==> config.mk <==
export PLATFORM = sky130hd
export DESIGN_NAME = ysyx_22050710_ifu
export DESIGN_NICKNAME = d
export VERILOG_FILES = /design/src/rtl/ysyx_22050710_ifu.sv
export SDC_FILE = /design/constraint.sdc
export NUM_CORES = 1
export LEC_CHECK = 0
export BUFFER_PORTS_ARGS = -buffer_cell sky130_fd_sc_hd__buf_2
export CAP_MARGIN = 20
export CORE_MARGIN = 8
export CORE_UTILIZATION = 43
export DETAILED_ROUTE_END_ITERATION = 7
export PLACE_DENSITY = 0.78
export SKIP_CTS_REPAIR_TIMING = 1
export SLEW_MARGIN = 15
export SYNTH_ARGS = -nofsm -noshare
export SYNTH_HDL_FRONTEND = slang
export SYNTH_SLANG_ARGS = --single-unit
==> constraint.sdc <==
create_clock -name i_clk -period 2.85 [get_ports i_clk]
set_input_delay 0.1425 -clock i_clk [delete_from_list [all_inputs] [get_ports i_clk]]
set_output_delay 0.1425 -clock i_clk [all_outputs]
set_load 0.05 [all_outputs]
==> src/rtl/ysyx_22050710_ifu.sv <==
// ysyx_22050710_ifu: instruction fetch unit with a REQ/WAIT/HOLD fetch FSM.
// Optional perf counters enabled by defining YSYX_22050710_IFU_PERF_EN.
module ysyx_22050710_ifu #(
  parameter int              ADDR_W   = 64,
  parameter logic [ADDR_W-1:0] RESET_PC = 64'h80000000
) (
  input  logic              i_clk,
  input  logic              i_rst,
  output logic              o_imem_req_valid,
  input  logic              i_imem_req_ready,
  output logic [ADDR_W-1:0] o_imem_addr,
  input  logic              i_imem_resp_valid,
  input  logic [63:0]       i_imem_rdata,
  output logic              o_inst_valid,
  input  logic              i_inst_ready,
  output logic [31:0]       o_inst,
  output logic [ADDR_W-1:0] o_pc,
`ifdef YSYX_22050710_IFU_PERF_EN
  output logic [63:0]       o_fetch_cnt,
  output logic [63:0]       o_stall_cnt,
`endif
  input  logic              i_redirect_valid,
  input  logic [ADDR_W-1:0] i_redirect_pc
);

  typedef enum logic [1:0] {
    S_REQ  = 2'd0,
    S_WAIT = 2'd1,
    S_HOLD = 2'd2
  } state_e;

  state_e            state_q, state_d;
  logic [ADDR_W-1:0] pc_q, pc_d;
  logic              drop_q, drop_d;
  logic [31:0]       inst_q, inst_d;

  logic [ADDR_W-1:0] redir_pc;
  logic [31:0]       resp_word;

  assign redir_pc  = i_redirect_pc
                   & ~{{(ADDR_W-2){1'b0}}, 2'b11};
  assign resp_word = pc_q[2] ? i_imem_rdata[63:32]
                             : i_imem_rdata[31:0];

  // State, PC, drop flag and instruction buffer registers
  always_ff @(posedge i_clk or posedge i_rst) begin
    if (i_rst) begin
      state_q <= S_REQ;
      pc_q    <= RESET_PC;
      drop_q  <= 1'b0;
      inst_q  <= 32'd0;
    end else begin
      state_q <= state_d;
      pc_q    <= pc_d;
      drop_q  <= drop_d;
      inst_q  <= inst_d;
    end
  end

  // Next-state: fetch sequencing, redirect and stale-response dropping
  always_comb begin
    state_d = state_q;
    pc_d    = pc_q;
    drop_d  = drop_q;
    inst_d  = inst_q;
    unique case (state_q)
      S_REQ: begin
        if (i_imem_req_ready) begin
          state_d = S_WAIT;
          if (i_redirect_valid) begin
            pc_d   = redir_pc;
            drop_d = 1'b1;
          end
        end else if (i_redirect_valid) begin
          pc_d = redir_pc;
        end
      end
      S_WAIT: begin
        if (i_redirect_valid) begin
          pc_d = redir_pc;
        end
        if (i_imem_resp_valid) begin
          drop_d = 1'b0;
          if (drop_q || i_redirect_valid) begin
            state_d = S_REQ;
          end else begin
            inst_d  = resp_word;
            state_d = S_HOLD;
          end
        end else if (i_redirect_valid) begin
          drop_d = 1'b1;
        end
      end
      S_HOLD: begin
        if (i_redirect_valid) begin
          pc_d    = redir_pc;
          state_d = S_REQ;
        end else if (i_inst_ready) begin
          pc_d    = pc_q + ADDR_W'(4);
          state_d = S_REQ;
        end
      end
      default: begin
        state_d = S_REQ;
      end
    endcase
  end

  // Outputs: request is suppressed while reset is held
  always_comb begin
    o_imem_req_valid = (state_q == S_REQ) && !i_rst;
    o_imem_addr      = {pc_q[ADDR_W-1:3], 3'b000};
    o_inst_valid     = (state_q == S_HOLD);
    o_inst           = inst_q;
    o_pc             = pc_q;
  end

`ifdef YSYX_22050710_IFU_PERF_EN
  logic [63:0] fetch_cnt_q, fetch_cnt_d;
  logic [63:0] stall_cnt_q, stall_cnt_d;

  // Perf counters: consumed fetches and stalled cycles
  always_comb begin
    fetch_cnt_d = fetch_cnt_q;
    stall_cnt_d = stall_cnt_q;
    if (state_q == S_HOLD && i_inst_ready
        && !i_redirect_valid) begin
      fetch_cnt_d = fetch_cnt_q + 64'd1;
    end
    if (state_q == S_WAIT
        || (state_q == S_HOLD && !i_inst_ready)) begin
      stall_cnt_d = stall_cnt_q + 64'd1;
    end
  end

  // Perf counter registers
  always_ff @(posedge i_clk or posedge i_rst) begin
    if (i_rst) begin
      fetch_cnt_q <= 64'd0;
      stall_cnt_q <= 64'd0;
    end else begin
      fetch_cnt_q <= fetch_cnt_d;
      stall_cnt_q <= stall_cnt_d;
    end
  end

  assign o_fetch_cnt = fetch_cnt_q;
  assign o_stall_cnt = stall_cnt_q;
`endif

endmodule

==> flow_metrics.py <==
metrics = {
    "status": {
        "status": "finished clean",
    },
    "cells_and_area": {
        "fin_cells": 1136,
        "area.growth.synth_to_final_pct": 23.6,
        "nets": 1082,
        "diodes": 0,
        "drive_above_1_share": 0.362,
    },
    "drt": {
        "wl_met3_mm": 2.04,
        "routedWlPerCell_um": 18.3,
        "drc": 0,
        "drtPass1Iterations": 5,
        "ant_nets": 0,
        "drtIter0Drc": 485,
        "top_layer": "met5",
        "wl_met1_mm": 8.50,
        "route.met2.wl_mm": 9.76,
        "drt-total-wl_mm": 20.8,
        "vias_per_cell": 5.63,
        "via_count": 6390,
    },
    "place": {
        "dp_hpwl_mm": 15.5,
        "portBuffers": 288,
        "routabilityCongestion": 0.864,
        "place_inst": 1119,
    },
    "synthesis": {
        "ys_ff_latch": 97,
        "ys.flop_type": "dfrtp_1",
        "yosysWarnings": 0,
        "synth_edf_count": 0,
        "yosysTopAreaCell": "dfrtp_1",
        "syn_area_sq_mm": 0.00621,
        "yosysSeqAreaShare": 0.391,
        "syn_inst": 741,
        "async_reset_ff_frac": 1.00,
        "yosysTopAreaCellShare": 0.387,
        "syn_avg_cell_area_sq_um": 8.38,
        "netlist_top_cells_area": "dfrtp_1 39%, buf_4 8.0%, o21ai_0 5.9%, nand2_1 5.7%, a21oi_1 5.6%",
        "ys_types": 63,
    },
    "flow_run": {
        "drv_cap": 0,
    },
    "die": {
        "core-area_sq_mm": 0.0143,
        "die_y_um": 136,
        "rows": 44,
        "dieArea_sq_mm": 0.0185,
        "ios": 296,
        "initial_utilization": 0.434,
        "chipWidth_um": 136,
    },
    "sta": {
        "fmax_ghz": 0.371,
        "finalSetupViolCount": 0,
        "relSlewSlack": 0.382,
        "hold_viol": 0,
        "period_share": 0.945,
        "tightest_slew_ps": 927,
        "slew_violations": 0,
        "fin_worst_skew_ps": 11.4,
        "period_needed_ps": 2690,
        "grt_setup_unrepaired": "false",
    },
    "global_route": {
        "grt_remaining_overflow": 0,
        "grtUsageTotal": 0.217,
        "grt_pass1_wl_mm": 32.3,
        "antenna_found_initial": 2,
        "grt_max_degree": 115,
        "grt_pass1_vias": 6232,
    },
    "cts": {
        "cts.sinks": 97,
        "numCtsBuffers": 9,
        "clockBufferDepth": 2,
        "htreeDepth": 3,
        "clk_latency_ps": 350,
        "clk_pin_slew_worst_paths_ps": 70,
        "cts_tree": "yes",
        "cts-root-buf": "clkbuf_16",
    },
    "setup_path": {
        "end_kind": "register",
        "critPathMaxFanout": 14,
        "critPathLaunchType": "register",
        "crit_slowest_cell": "or4_1",
        "cp.arrival_ps": 2970,
        "worstPathCellList": "ha_1 > nand3_1 > or4_1 > nor4_4 > buf_12 > nand2_1 > or4_1 > nand3_1",
        "slowest_delay_ps": 640,
        "path_class": "register to register",
        "required_ps": 3130,
    },
    "hold_path": {
        "worstHoldPathType": "input port to register",
    },
    "power": {
        "total_leakage_power_nw": 3.59,
        "p_total_mw": 6.23,
        "power.density_mw_per_mm2": 812,
        "ir_worst_vdd_mv": 0.650,
    },
}
per-stage QoR:
stage | worst slack [ps] | util | setup TNS (ps) | hold WS [ps] | area, sq um
detailed placement | 169 | 0.515 | 0 | 328 | 7370
CTS | 154 | 0.536 | 0 | -50.6 | 7670
global route | 21.4 | 0.536 | 0 | 29.3 | 7680
floorplan | -31.1 | - | -31.1 | 254 | 6230
finish | 156 | 0.536 | 0 | 24.0 | 7680
global placement | 218 | 0.515 | 0 | 326 | 7370
layout make-up:
class                           count  area, sq um
Clock buffer                       14          284
Clock inverter                      2         10.0
Fill cell                        1387         6640
Inverter                            7         28.8
Multi-Input combinational cell    528         3080
Sequential cell                    97         2430
Tap cell                          184          230
Timing Repair Buffer              304         1610
final timing paths:
kind | from | to | slack, ps | cells after the start
min | i_redirect_pc[60] | o_pc[60]$_DFFE_PP0P_ | 20 | 3
max reg2reg | o_pc[3]$_DFFE_PP0P_ | o_pc[48]$_DFFE_PP0P_ | 160 | 8
max | o_pc[3]$_DFFE_PP0P_ | o_pc[48]$_DFFE_PP0P_ | 160 | 8
min reg2reg | o_inst[30]$_DFFE_PP0P_ | o_inst[30]$_DFFE_PP0P_ | 480 | 2
min in group asynchronous | i_rst | o_inst[17]$_DFFE_PP0P_ | 470 | 3
max in group asynchronous | i_rst | o_pc[31]$_DFFE_PP1P_ | 1720 | 4
power breakdown:
group	switching (mW)	total, mW	internal, mW	leakage (nW)
clock network	0.535	1.22	0.686	0.149
logic	2.30	2.96	0.657	2.31
registers	0.337	2.05	1.72	1.14
total	3.17	6.23	3.06	3.59
flip-flops by register name (all words and copies together), names as in the netlist:
signal and flops:
o_pc 62, o_inst 32, state_q 2, drop_q 1
cells by family (layout without fill, tap and decap cells):
logic type / after synthesis / count (layout) / share of synthesized area
compound gates: 220 / 220 / 0.213
flops: 97 / 97 / 0.391
mux: 33 / 33 / 0.0532
fa+ha+maj: 1 / 1 / 0.00201
buf+inv: 120 / 327 / 0.119
simple gates: 269 / 269 / 0.220
other cells: 1 / 5 / 0.000604
routing by layer:
| layer | GRT usage | vias up |
|---|---|---|
| met5 | 0 | - |
| met4 | 0.0799 | 4 |
| met3 | 0.0588 | 39 |
| met2 | 0.350 | 340 |
| met1 | 0.271 | 2959 |
| li1 | - | 3048 |
layout by cell type (no fill, tap or decap), types with 3 or more instances in the layout:
cell,Yosys,final
a21oi_1,70,69
a2bb2oi_1,8,8
a31oi_1,7,7
a41oi_1,3,3
and2_1,3,3
and3_1,9,9
and3_2,4,4
and4_1,6,6
buf_12,0,4
buf_2,2,288
buf_4,66,11
clkbuf_16,0,9
clkbuf_8,3,4
conb_1,1,5
dfrtp_1,96,95
inv_1,7,6
mux2i_1,33,33
nand2_1,94,94
nand3_1,38,38
nand4_1,17,17
nor2_1,42,42
nor3_1,23,23
nor4_1,3,3
nor4_4,3,3
o21ai_0,73,73
o22a_1,11,11
o22ai_1,16,16
o311ai_0,3,3
o32ai_1,4,4
or3_1,7,6
or4_1,4,4
synth_stat cells, types with 3 or more instances:
library cell,count
nor4_1,3
buf_1,3
nor2_1,42
a31oi_1,7
and4_1,6
a2bb2oi_1,8
buf_4,66
nand4_1,17
nand2_1,94
clkbuf_8,3
o311ai_0,3
a41oi_1,3
or3_1,7
a21oi_1,70
and2_1,3
nor3_1,23
o22ai_1,16
nand2b_1,3
and3_1,9
or4_1,4
o22a_1,11
nand3_1,38
nor4_4,3
o32ai_1,4
inv_1,7
dfrtp_1,96
and3_2,4
o21ai_0,73
clkbuf_1,37
mux2i_1,33
critical path, delay by kind of cell, from the launching register on:
| kind | cells | cell delay [ps] |
|---|---|---|
| and+or+nand+nor | 6 | 1800 |
| DFF | 1 | 420 |
| adders and majority gates | 1 | 220 |
| buffers and inverters | 1 | 180 |
Power figures use the tool's default switching activity.
